--- src/rtl/dmem_arbiter_pkg.sv ---
// Shared types and defaults for the data-memory arbiter.
package dmem_arbiter_pkg;

    localparam int ADDR_W_DEF = 9;
    localparam int DATA_W_DEF = 32;

    // Requester identity, also used as the round-robin history value.
    typedef enum logic {
        REQ_CORE = 1'b0,
        REQ_DBG  = 1'b1
    } req_id_t;

    // Debug bus-lock state.
    typedef enum logic {
        UNLOCKED = 1'b0,
        LOCKED   = 1'b1
    } lock_state_t;

    // The requester that should win a tie, given the one served last.
    function automatic req_id_t other_port(input req_id_t id);
        req_id_t res;
        case (id)
            REQ_CORE: res = REQ_DBG;
            REQ_DBG:  res = REQ_CORE;
            default:  res = REQ_CORE;
        endcase
        return res;
    endfunction

endpackage

--- src/rtl/dmem_arbiter_rr_arb2.sv ---
// Two-input round-robin grant generator with a debug priority override,
// a core mask and the last-granted history register.
module dmem_arbiter_rr_arb2
    import dmem_arbiter_pkg::*;
(
    input  logic clk,
    input  logic reset,
    input  logic req_core,
    input  logic req_dbg,
    input  logic prio_dbg,
    input  logic mask_core,
    output logic gnt_core,
    output logic gnt_dbg
);

    req_id_t last_gnt_r;
    req_id_t tie_winner_s;
    logic    core_act_s;
    logic    dbg_act_s;

    // Qualify raw requests: nothing is granted while reset is asserted,
    // and a masked core request is treated as absent.
    always_comb begin
        core_act_s   = req_core & ~mask_core & ~reset;
        dbg_act_s    = req_dbg & ~reset;
        tie_winner_s = other_port(last_gnt_r);
    end

    // Grant selection: override first, then tie-break, then single requester.
    always_comb begin
        gnt_core = 1'b0;
        gnt_dbg  = 1'b0;
        if (prio_dbg && dbg_act_s) begin
            gnt_dbg = 1'b1;
        end else if (core_act_s && dbg_act_s) begin
            if (tie_winner_s == REQ_CORE) begin
                gnt_core = 1'b1;
            end else begin
                gnt_dbg = 1'b1;
            end
        end else if (core_act_s) begin
            gnt_core = 1'b1;
        end else if (dbg_act_s) begin
            gnt_dbg = 1'b1;
        end else begin
            gnt_core = 1'b0;
            gnt_dbg  = 1'b0;
        end
    end

    // History register: reset to debug so the core wins the first tie;
    // idle cycles leave it untouched.
    always_ff @(posedge clk) begin
        if (reset) begin
            last_gnt_r <= REQ_DBG;
        end else if (gnt_core) begin
            last_gnt_r <= REQ_CORE;
        end else if (gnt_dbg) begin
            last_gnt_r <= REQ_DBG;
        end else begin
            last_gnt_r <= last_gnt_r;
        end
    end

endmodule

--- src/rtl/dmem_arbiter.sv ---
// Shares the single-port data memory between the core load/store port and
// the debug/loader port. Grants are combinational; read data returns one
// cycle after the grant and is routed to the port that issued the read.
module dmem_arbiter
    import dmem_arbiter_pkg::*;
#(
    parameter int DATA_W = DATA_W_DEF,
    parameter int ADDR_W = ADDR_W_DEF
) (
    input  logic              clk,
    input  logic              reset,
    input  logic              halt,
    input  logic              core_req,
    input  logic              core_we,
    input  logic [ADDR_W-1:0] core_addr,
    input  logic [DATA_W-1:0] core_wdata,
    output logic              core_gnt,
    output logic              core_stall,
    output logic              core_rvalid,
    output logic [DATA_W-1:0] core_rdata,
    input  logic              dbg_req,
    input  logic              dbg_we,
    input  logic              dbg_lock,
    input  logic [ADDR_W-1:0] dbg_addr,
    input  logic [DATA_W-1:0] dbg_wdata,
    output logic              dbg_gnt,
    output logic              dbg_rvalid,
    output logic [DATA_W-1:0] dbg_rdata,
    output logic              mem_wr,
    output logic              mem_rd,
    output logic [ADDR_W-1:0] mem_addr,
    output logic [DATA_W-1:0] mem_wr_data,
    input  logic [DATA_W-1:0] mem_rd_data
);

    lock_state_t       lock_state_r;
    lock_state_t       lock_state_nxt_s;
    logic              locked_s;
    logic              prio_dbg_s;
    logic              gnt_core_s;
    logic              gnt_dbg_s;
    logic              any_gnt_s;
    logic              sel_we_s;
    logic [ADDR_W-1:0] sel_addr_s;
    logic [DATA_W-1:0] sel_wdata_s;
    logic              rsp_pend_r;
    req_id_t           rsp_owner_r;
    logic              rsp_live_s;

    // Override inputs: a held lock owns the bus outright (the core stays
    // masked even on a cycle where debug drops its request); halt only
    // gives debug precedence.
    always_comb begin
        locked_s   = (lock_state_r == LOCKED);
        prio_dbg_s = locked_s | halt;
    end

    dmem_arbiter_rr_arb2 u_rr_arb2 (
        .clk       (clk),
        .reset     (reset),
        .req_core  (core_req),
        .req_dbg   (dbg_req),
        .prio_dbg  (prio_dbg_s),
        .mask_core (locked_s),
        .gnt_core  (gnt_core_s),
        .gnt_dbg   (gnt_dbg_s)
    );

    // Select the granted port's command fields; zero when idle.
    always_comb begin
        sel_we_s    = 1'b0;
        sel_addr_s  = {ADDR_W{1'b0}};
        sel_wdata_s = {DATA_W{1'b0}};
        if (gnt_dbg_s) begin
            sel_we_s    = dbg_we;
            sel_addr_s  = dbg_addr;
            sel_wdata_s = dbg_wdata;
        end else if (gnt_core_s) begin
            sel_we_s    = core_we;
            sel_addr_s  = core_addr;
            sel_wdata_s = core_wdata;
        end else begin
            sel_we_s    = 1'b0;
            sel_addr_s  = {ADDR_W{1'b0}};
            sel_wdata_s = {DATA_W{1'b0}};
        end
    end

    // Memory strobes and request-side handshake outputs. Stall is masked
    // during reset so every output is quiet in the reset cycle.
    always_comb begin
        any_gnt_s   = gnt_core_s | gnt_dbg_s;
        mem_wr      = any_gnt_s & sel_we_s;
        mem_rd      = any_gnt_s & ~sel_we_s;
        mem_addr    = sel_addr_s;
        mem_wr_data = sel_wdata_s;
        core_gnt    = gnt_core_s;
        dbg_gnt     = gnt_dbg_s;
        core_stall  = core_req & ~gnt_core_s & ~reset;
    end

    // Lock FSM next state: enter on a locked debug grant, leave as soon as
    // debug stops asking or releases the lock.
    always_comb begin
        lock_state_nxt_s = lock_state_r;
        case (lock_state_r)
            UNLOCKED: begin
                if (gnt_dbg_s && dbg_lock) begin
                    lock_state_nxt_s = LOCKED;
                end else begin
                    lock_state_nxt_s = UNLOCKED;
                end
            end
            LOCKED: begin
                if (!dbg_lock || !dbg_req) begin
                    lock_state_nxt_s = UNLOCKED;
                end else begin
                    lock_state_nxt_s = LOCKED;
                end
            end
            default: lock_state_nxt_s = UNLOCKED;
        endcase
    end

    // Lock state register.
    always_ff @(posedge clk) begin
        if (reset) begin
            lock_state_r <= UNLOCKED;
        end else begin
            lock_state_r <= lock_state_nxt_s;
        end
    end

    // Read response tracking: remember that a read was issued and by whom.
    always_ff @(posedge clk) begin
        if (reset) begin
            rsp_pend_r  <= 1'b0;
            rsp_owner_r <= REQ_CORE;
        end else if (any_gnt_s && !sel_we_s) begin
            rsp_pend_r  <= 1'b1;
            rsp_owner_r <= gnt_dbg_s ? REQ_DBG : REQ_CORE;
        end else begin
            rsp_pend_r  <= 1'b0;
            rsp_owner_r <= rsp_owner_r;
        end
    end

    // Route memory read data to the owner; a response caught by reset is
    // dropped rather than delivered.
    always_comb begin
        rsp_live_s  = rsp_pend_r & ~reset;
        core_rvalid = rsp_live_s & (rsp_owner_r == REQ_CORE);
        dbg_rvalid  = rsp_live_s & (rsp_owner_r == REQ_DBG);
        if (core_rvalid) begin
            core_rdata = mem_rd_data;
        end else begin
            core_rdata = {DATA_W{1'b0}};
        end
        if (dbg_rvalid) begin
            dbg_rdata = mem_rd_data;
        end else begin
            dbg_rdata = {DATA_W{1'b0}};
        end
    end

endmodule

--- config.mk ---
export PLATFORM = sky130hd
export DESIGN_NAME = dmem_arbiter
export DESIGN_NICKNAME = d
export VERILOG_FILES = /design/src/rtl/dmem_arbiter_pkg.sv /design/src/rtl/dmem_arbiter_rr_arb2.sv /design/src/rtl/dmem_arbiter.sv
export SDC_FILE = /design/constraint.sdc
export NUM_CORES = 1
export LEC_CHECK = 0
export CORE_AREA = 2 2 90 92
export DETAILED_ROUTE_END_ITERATION = 6
export DIE_AREA = 0 0 92 94
export PLACE_DENSITY = 0.73
export SKIP_CTS_REPAIR_TIMING = 1
export SLEW_MARGIN = 30
export SYNTH_ARGS = -nofsm -noshare
export SYNTH_HDL_FRONTEND = slang
export SYNTH_SLANG_ARGS = --single-unit
export TNS_END_PERCENT = 5
--- constraint.sdc ---
create_clock -name clk -period 1.9 [get_ports clk]
set_clock_uncertainty 0.2 [all_clocks]
set_input_delay 0.19 -clock clk [delete_from_list [all_inputs] [get_ports clk]]
set_output_delay 0.19 -clock clk [all_outputs]
set_load 0.03 [all_outputs]
; Word level (Yosys, flattened, before mapping)
; Index checks and enable logic that the tools add are counted.
[totals]
output_inout_bits = 112
regBits = 4
inputBits = 122
word_cells = 56
[classes]
reduce_logical = 9
n_bitwise = 18
muxes = 25
[op_table]
columns = cell, n
row1 = 32-bit 2-to-1 mux, 4
row2 = 9-bit 2-to-1 mux, 2
row3 = 1-bit 2-to-1 mux, 17
row4 = 1-bit AND, 10
row5 = 1-bit inverter, 6
row6 = 1-bit logical AND, 4
row7 = 1-bit case mux with 2 select lines, 2
row8 = 1-bit zero test, 3
row9 = 1-bit bitwise OR, 2
row10 = 2-bit nonzero test, 1
row11 = 1-bit logical OR, 1

; Depth between registers and ports, before layout
[depth]
word_depth = 11
mapped_depth = 5
mapped_depth_nobuf = 3

; By module
; From an unflattened synthesis, not the netlist that was laid out.
[unflattened]
cells_unflattened = 188
hier_area_um2 = 1226.2
[modules_own_cells]
columns = module, cells_each, n_inst, seq_area_each_um2, area_per_inst_um2
row1 = dmem_arbiter, 181, 1, 60.1, 1162.4
row2 = dmem_arbiter_rr_arb2, 7, 1, 20.0, 63.8

; Worst setup path after synthesis
; Ideal clock, no wire load.
[synth_timing]
path_kind = register -> output
startpoint = reg u_rr_arb2.last_gnt_r
endpoint = out core_stall
path_stages_with_launch = 5
n_path_buf = 1
path_slack_ns = 0.088
arrival_ns = 1.422
required_ns = 1.510
path_cell_list = dfxtp_1 nand2b_4 a211oi_4 buf_6 nor3b_1
[synth_between]
elab_chain_len = 8
[synth_rtl]
columns = element, line_no
row1 = start: declaration, dmem_arbiter_rr_arb2.sv:16  ; req_id_t last_gnt_r;
row2 = start signal: assignment, dmem_arbiter_rr_arb2.sv:61  ; last_gnt_r <= last_gnt_r;
row3 = 1-bit inverter, dmem_arbiter_pkg.sv:22  ; case (id)
row4 = 1-bit case mux with 2 select lines (*), dmem_arbiter_pkg.sv:22
row5 = 1-bit 2-to-1 mux (*), dmem_arbiter_rr_arb2.sv:36  ; if (tie_winner_s == REQ_CORE) begin
row6 = 1-bit 2-to-1 mux (*), dmem_arbiter_rr_arb2.sv:35  ; end else if (core_act_s && dbg_act_s) begin
row7 = 1-bit 2-to-1 mux (*), dmem_arbiter_rr_arb2.sv:33  ; if (prio_dbg && dbg_act_s) begin
row8 = net core_gnt, dmem_arbiter.sv:17  ; output logic core_gnt,
row9 = 1-bit inverter (*), dmem_arbiter.sv:99  ; core_stall = core_req & ~gnt_core_s & ~reset;
row10 = 1-bit AND (*) (2 in series), dmem_arbiter.sv:99
row11 = end: declaration, dmem_arbiter.sv:18  ; output logic core_stall,
; The timed path passes the listed nets; every way through them passes the cells marked *.

; Final worst setup path
[layout_timing]
startpoint = reg lock_state_r
endpoint = out mem_wr_data[11]
[layout_between]
elab_chain_len = 8
word_cells_on_any_way = 14
classes_between = mux: 8 / bitwise: 4 / reduce/logical: 2
[layout_rtl]
columns = element, line_no
row1 = start: declaration, dmem_arbiter.sv:36  ; lock_state_t lock_state_r;
row2 = start signal: assignment, dmem_arbiter.sv:130  ; lock_state_r <= lock_state_nxt_s;
row3 = 1-bit inverter, --
row4 = 1-bit AND (2 in series), dmem_arbiter_rr_arb2.sv:24  ; core_act_s = req_core & ~mask_core & ~reset;
row5 = 1-bit 2-to-1 mux / 1-bit logical AND (equally long branches), "dmem_arbiter_rr_arb2.sv:41, dmem_arbiter_rr_arb2.sv:35"
row6 = 1-bit 2-to-1 mux, dmem_arbiter_rr_arb2.sv:35
row7 = 1-bit 2-to-1 mux, dmem_arbiter_rr_arb2.sv:33
row8 = 32-bit 2-to-1 mux, dmem_arbiter.sv:78  ; end else if (gnt_core_s) begin
row9 = 32-bit 2-to-1 mux (*), dmem_arbiter.sv:74  ; if (gnt_dbg_s) begin
row10 = end: declaration, dmem_arbiter.sv:32  ; output logic [DATA_W-1:0] mem_wr_data,
; Mark *: on every way between the ends. The rest lies on a longest branch, timed or not.

==> out/summary.md <==
Cell depth of the worst hold path: 3. The via count of the routed design is 2077. Startpoint type of the worst setup path: a flop. The hold path startpoint was reset. The launch instance of the worst register-to-register path was lock_state_r$_SDFF_PP0_. After the last flow step, the layout net total stands at 502. The logs give 0.148 for the initial cell density of the core and 3.86 mm for the routed length on met2.

The tools report the number of nets in the synthesized netlist as 263. The total power density per cell area works out to 309 mW/mm2. The first global-routing pass estimated 8.94 mm of wire. The family with the most delay on the worst path is compound AO/OA/AOI/OAI gates.

Cell internal power was estimated by the tool at 735 uW. The area growth from synthesis to layout is 234%. The number of levels in the clock H-tree is 1, and the summed negative setup slack over all endpoints is -0.426 ns.

In this run the static leakage power is 1.78 nW. VDD sags by at most 0.136 mV. Part of the power in the clock network: 0.157.

The floorplan step defined a die boundary enclosing 0.00865 mm2. After detailed routing, the total wire length is 7.10 mm. Hold violation count in the final report: 0.

The final critical-path required period is 1.93 ns. The flow ran to the end, but the final reports show violations. Before antenna repair, the detailed router went through 4 iterations.

Across all register-to-register paths, the minimum setup slack is 0.34 ns. The tools report the worst max-slew margin expressed relative to the limit as 0.832. The run gives 0.762 as the combinational fraction of design power. The height of the chip was 94 um. The fmax is 517 MHz, and the routed length per placed instance is 14.8 um. The critical path crosses 5 cells after its start point.

For the pin with the worst max-slew slack, the measured transition is 0.252 ns. The delay of the slowest cell on the worst path was 0.29 ns. The tools report the root buffer selected by CTS as clkbuf_8. The worst setup slack after layout is -0.0325 ns. The slowest stage of the critical path is the dfxtp_1 cell. The detailed router put a total of 2.37 mm of wire on met1. The relative contribution of sequential cells to total power is 0.081, and the area of the mapped netlist is 0.00113 mm2. The number of failing setup endpoints in the final timing report is 23, and the via count of the first global-routing pass is 1919. Final standard cell area without fillers: 0.00377 mm2.

Wire segments on met3 add up to 854 um in the final route. The checks that failed: setup timing. The run gives 0 as the number of max-cap violations.

The part of the cycle the worst path needs was 1.02; the antenna diode count was 0. The TritonCTS buffer count is 3, and the total placed instance area is 0.00338 mm2. Largest net degree at the start of global routing: 46. The tools report the share of the yosys chip area belonging to registers as 0.0710. Of all nets on the critical path, the largest fanout is 22. The initialized floorplan defines 32 standard-cell rows.

The tree built by TritonCTS fans out to 4 sinks. Class of the tightest hold or removal check: in2reg. For this design the top-level I/O count stands at 234. The critical path is of the reg2out type.

The mean post-synth cell area is 8.00 um2, and the count of unresolved DRC violations after routing is 0. TritonCTS built the clock tree. Hold timing on the final database bottoms out at a slack of 0.205 ns. After clock tree synthesis, the clock-pin slew on the worst setup and hold paths is 0.03 ns. The tools report the final weighted congestion of routability-driven global placement as 0.797. The share of layout cells above drive strength 1 came out at 0.392. The run gives 0.127 as the global-route total usage across every layer. The critical path contains buffers and inverters numbering 2 combined.

The DRC marker count from the first detailed-route iteration was 34; the share of total power consumed by net switching was 0.369. Number of antenna violations at the first check in global routing: 0. STA classifies the critical path endpoint as a primary output.

The worst hold path terminates at u_rr_arb2.last_gnt_r$_SDFFE_PP1P_. The number of port buffers came out at 233. Data on the critical path is required at its endpoint by 1.51 ns. Setup repair after global routing could not meet its margin everywhere.

After synthesis, the netlist uses 17 different library cells. Synthesis produced 141 cells. The topmost layer with routed signal wires is met4. The depth of the worst register-to-register path is 5. The critical path goes through nand2b_4, o211a_4, clkbuf_16, a22o_1, buf_6. In the routed layout, each cell is associated on average with a via count of 4.33. The design draws 1.16 mW. In this run the standard cell core region covers 0.00761 mm2. The placed wire-length estimate was 5.51 mm; the arrival time at the worst endpoint was 1.54 ns.

The tools report the max-slew violation count as 0. Once detail routing completed, the nets flagged for antenna violations numbered 0. Summed over all nets, the switching power comes to 430 uW. In this run, synthesis produced a sequential element count of 4.

Global routing finished with a remaining overflow of 0. The count of warnings emitted by yosys is 0. In this run the critical register-to-register path is captured at rsp_owner_r$_SDFFE_PP0P_. The clock passes through at most 2 buffers. In this run the horizontal extent of the chip is 92 um.

The later pin in the worst-skew pair is clocked with a latency of 0.22 ns.
through the flow:
step,cells,setup WS [ns],util
after global placement,471,-0.178,0.444
after global routing,480,-0.0784,0.495
after floorplan,141,0.0880,-
after CTS,474,-0.215,0.450
final,480,-0.0325,0.495
after detailed placement,471,-0.204,0.444
cell families after synthesis:
family / share of synthesized area
buf+inv: 0.115
simple gates: 0.404
flops: 0.0710
compound gates: 0.410
tightest hold or removal path, cell delays in order:
cell	delay (ns)
dlymetal6s2s_1	0.16
buf_6	0.14
a221o_2	0.10
state kept, by name (all words and copies together) (netlist names):
name,cells
lock_state_r,1
rsp_owner_r,1
rsp_pend_r,1
u_rr_arb2.last_gnt_r,1
worst max-delay path by stage:
stage,from,to,slack [ns]
after global placement,core_req,mem_wr_data[6],-0.18
after CTS,core_req,mem_wr_data[1],-0.22
final,lock_state_r$_SDFF_PP0_,mem_wr_data[11],-0.03
after detailed placement,core_req,mem_wr_data[4],-0.20
after global routing,lock_state_r$_SDFF_PP0_,mem_addr[3],-0.08
after floorplan,u_rr_arb2.last_gnt_r$_SDFFE_PP1P_,core_stall,0.09
cell type report:
class	instances	area (um2)
well taps	102	128
flip-flops and latches	4	81.3
fillers	703	3840
repair buffers	249	2520
inverters	3	11.3
clock buffers	3	41.3
multi-input cells	119	982
power by group through the flow:
stage / clock network, mW / registers (mW) / logic (mW)
after floorplan: 0 / 0.0941 / 0.342
after global placement: 0 / 0.0949 / 0.786
after detailed placement: 0 / 0.0952 / 0.792
after CTS: 0.184 / 0.0941 / 0.794
after global routing: 0.192 / 0.0951 / 0.928
final: 0.183 / 0.0943 / 0.887
per-layer routing:
| metal | vias up | GRT usage |
|---|---|---|
| met5 | - | 0 |
| met4 | 0 | 0.0174 |
| met3 | 4 | 0.0546 |
| met2 | 146 | 0.260 |
| met1 | 936 | 0.118 |
| li1 | 991 | - |
Yosys cell counts:
library cell / n / share of area
a22o_1: 38 / 0.30
a211oi_4: 1 / 0.018
and2_1: 65 / 0.36
buf_6: 8 / 0.080
buf_2: 2 / 0.0089
nand2b_4: 2 / 0.024
o211a_1: 1 / 0.0089
a22o_2: 5 / 0.044
clkbuf_1: 5 / 0.017
a211o_2: 1 / 0.0089
a22o_4: 1 / 0.016
a221o_2: 1 / 0.010
dfxtp_1: 4 / 0.071
and3_1: 1 / 0.0056
inv_1: 3 / 0.010
a32o_1: 1 / 0.0089
nor3b_1: 2 / 0.013
cell usage in the layout, fill, tap and decap left out, drive strengths merged, types with 2 or more instances in the layout:
master and count:
dlymetal6s2s 4, clkdlybuf4s50 117, a22o 44, buf 124, inv 3, and2 65
nand2b 2, nor3b 2, clkbuf 7, dfxtp 4
(Power assumes the default switching activity.)
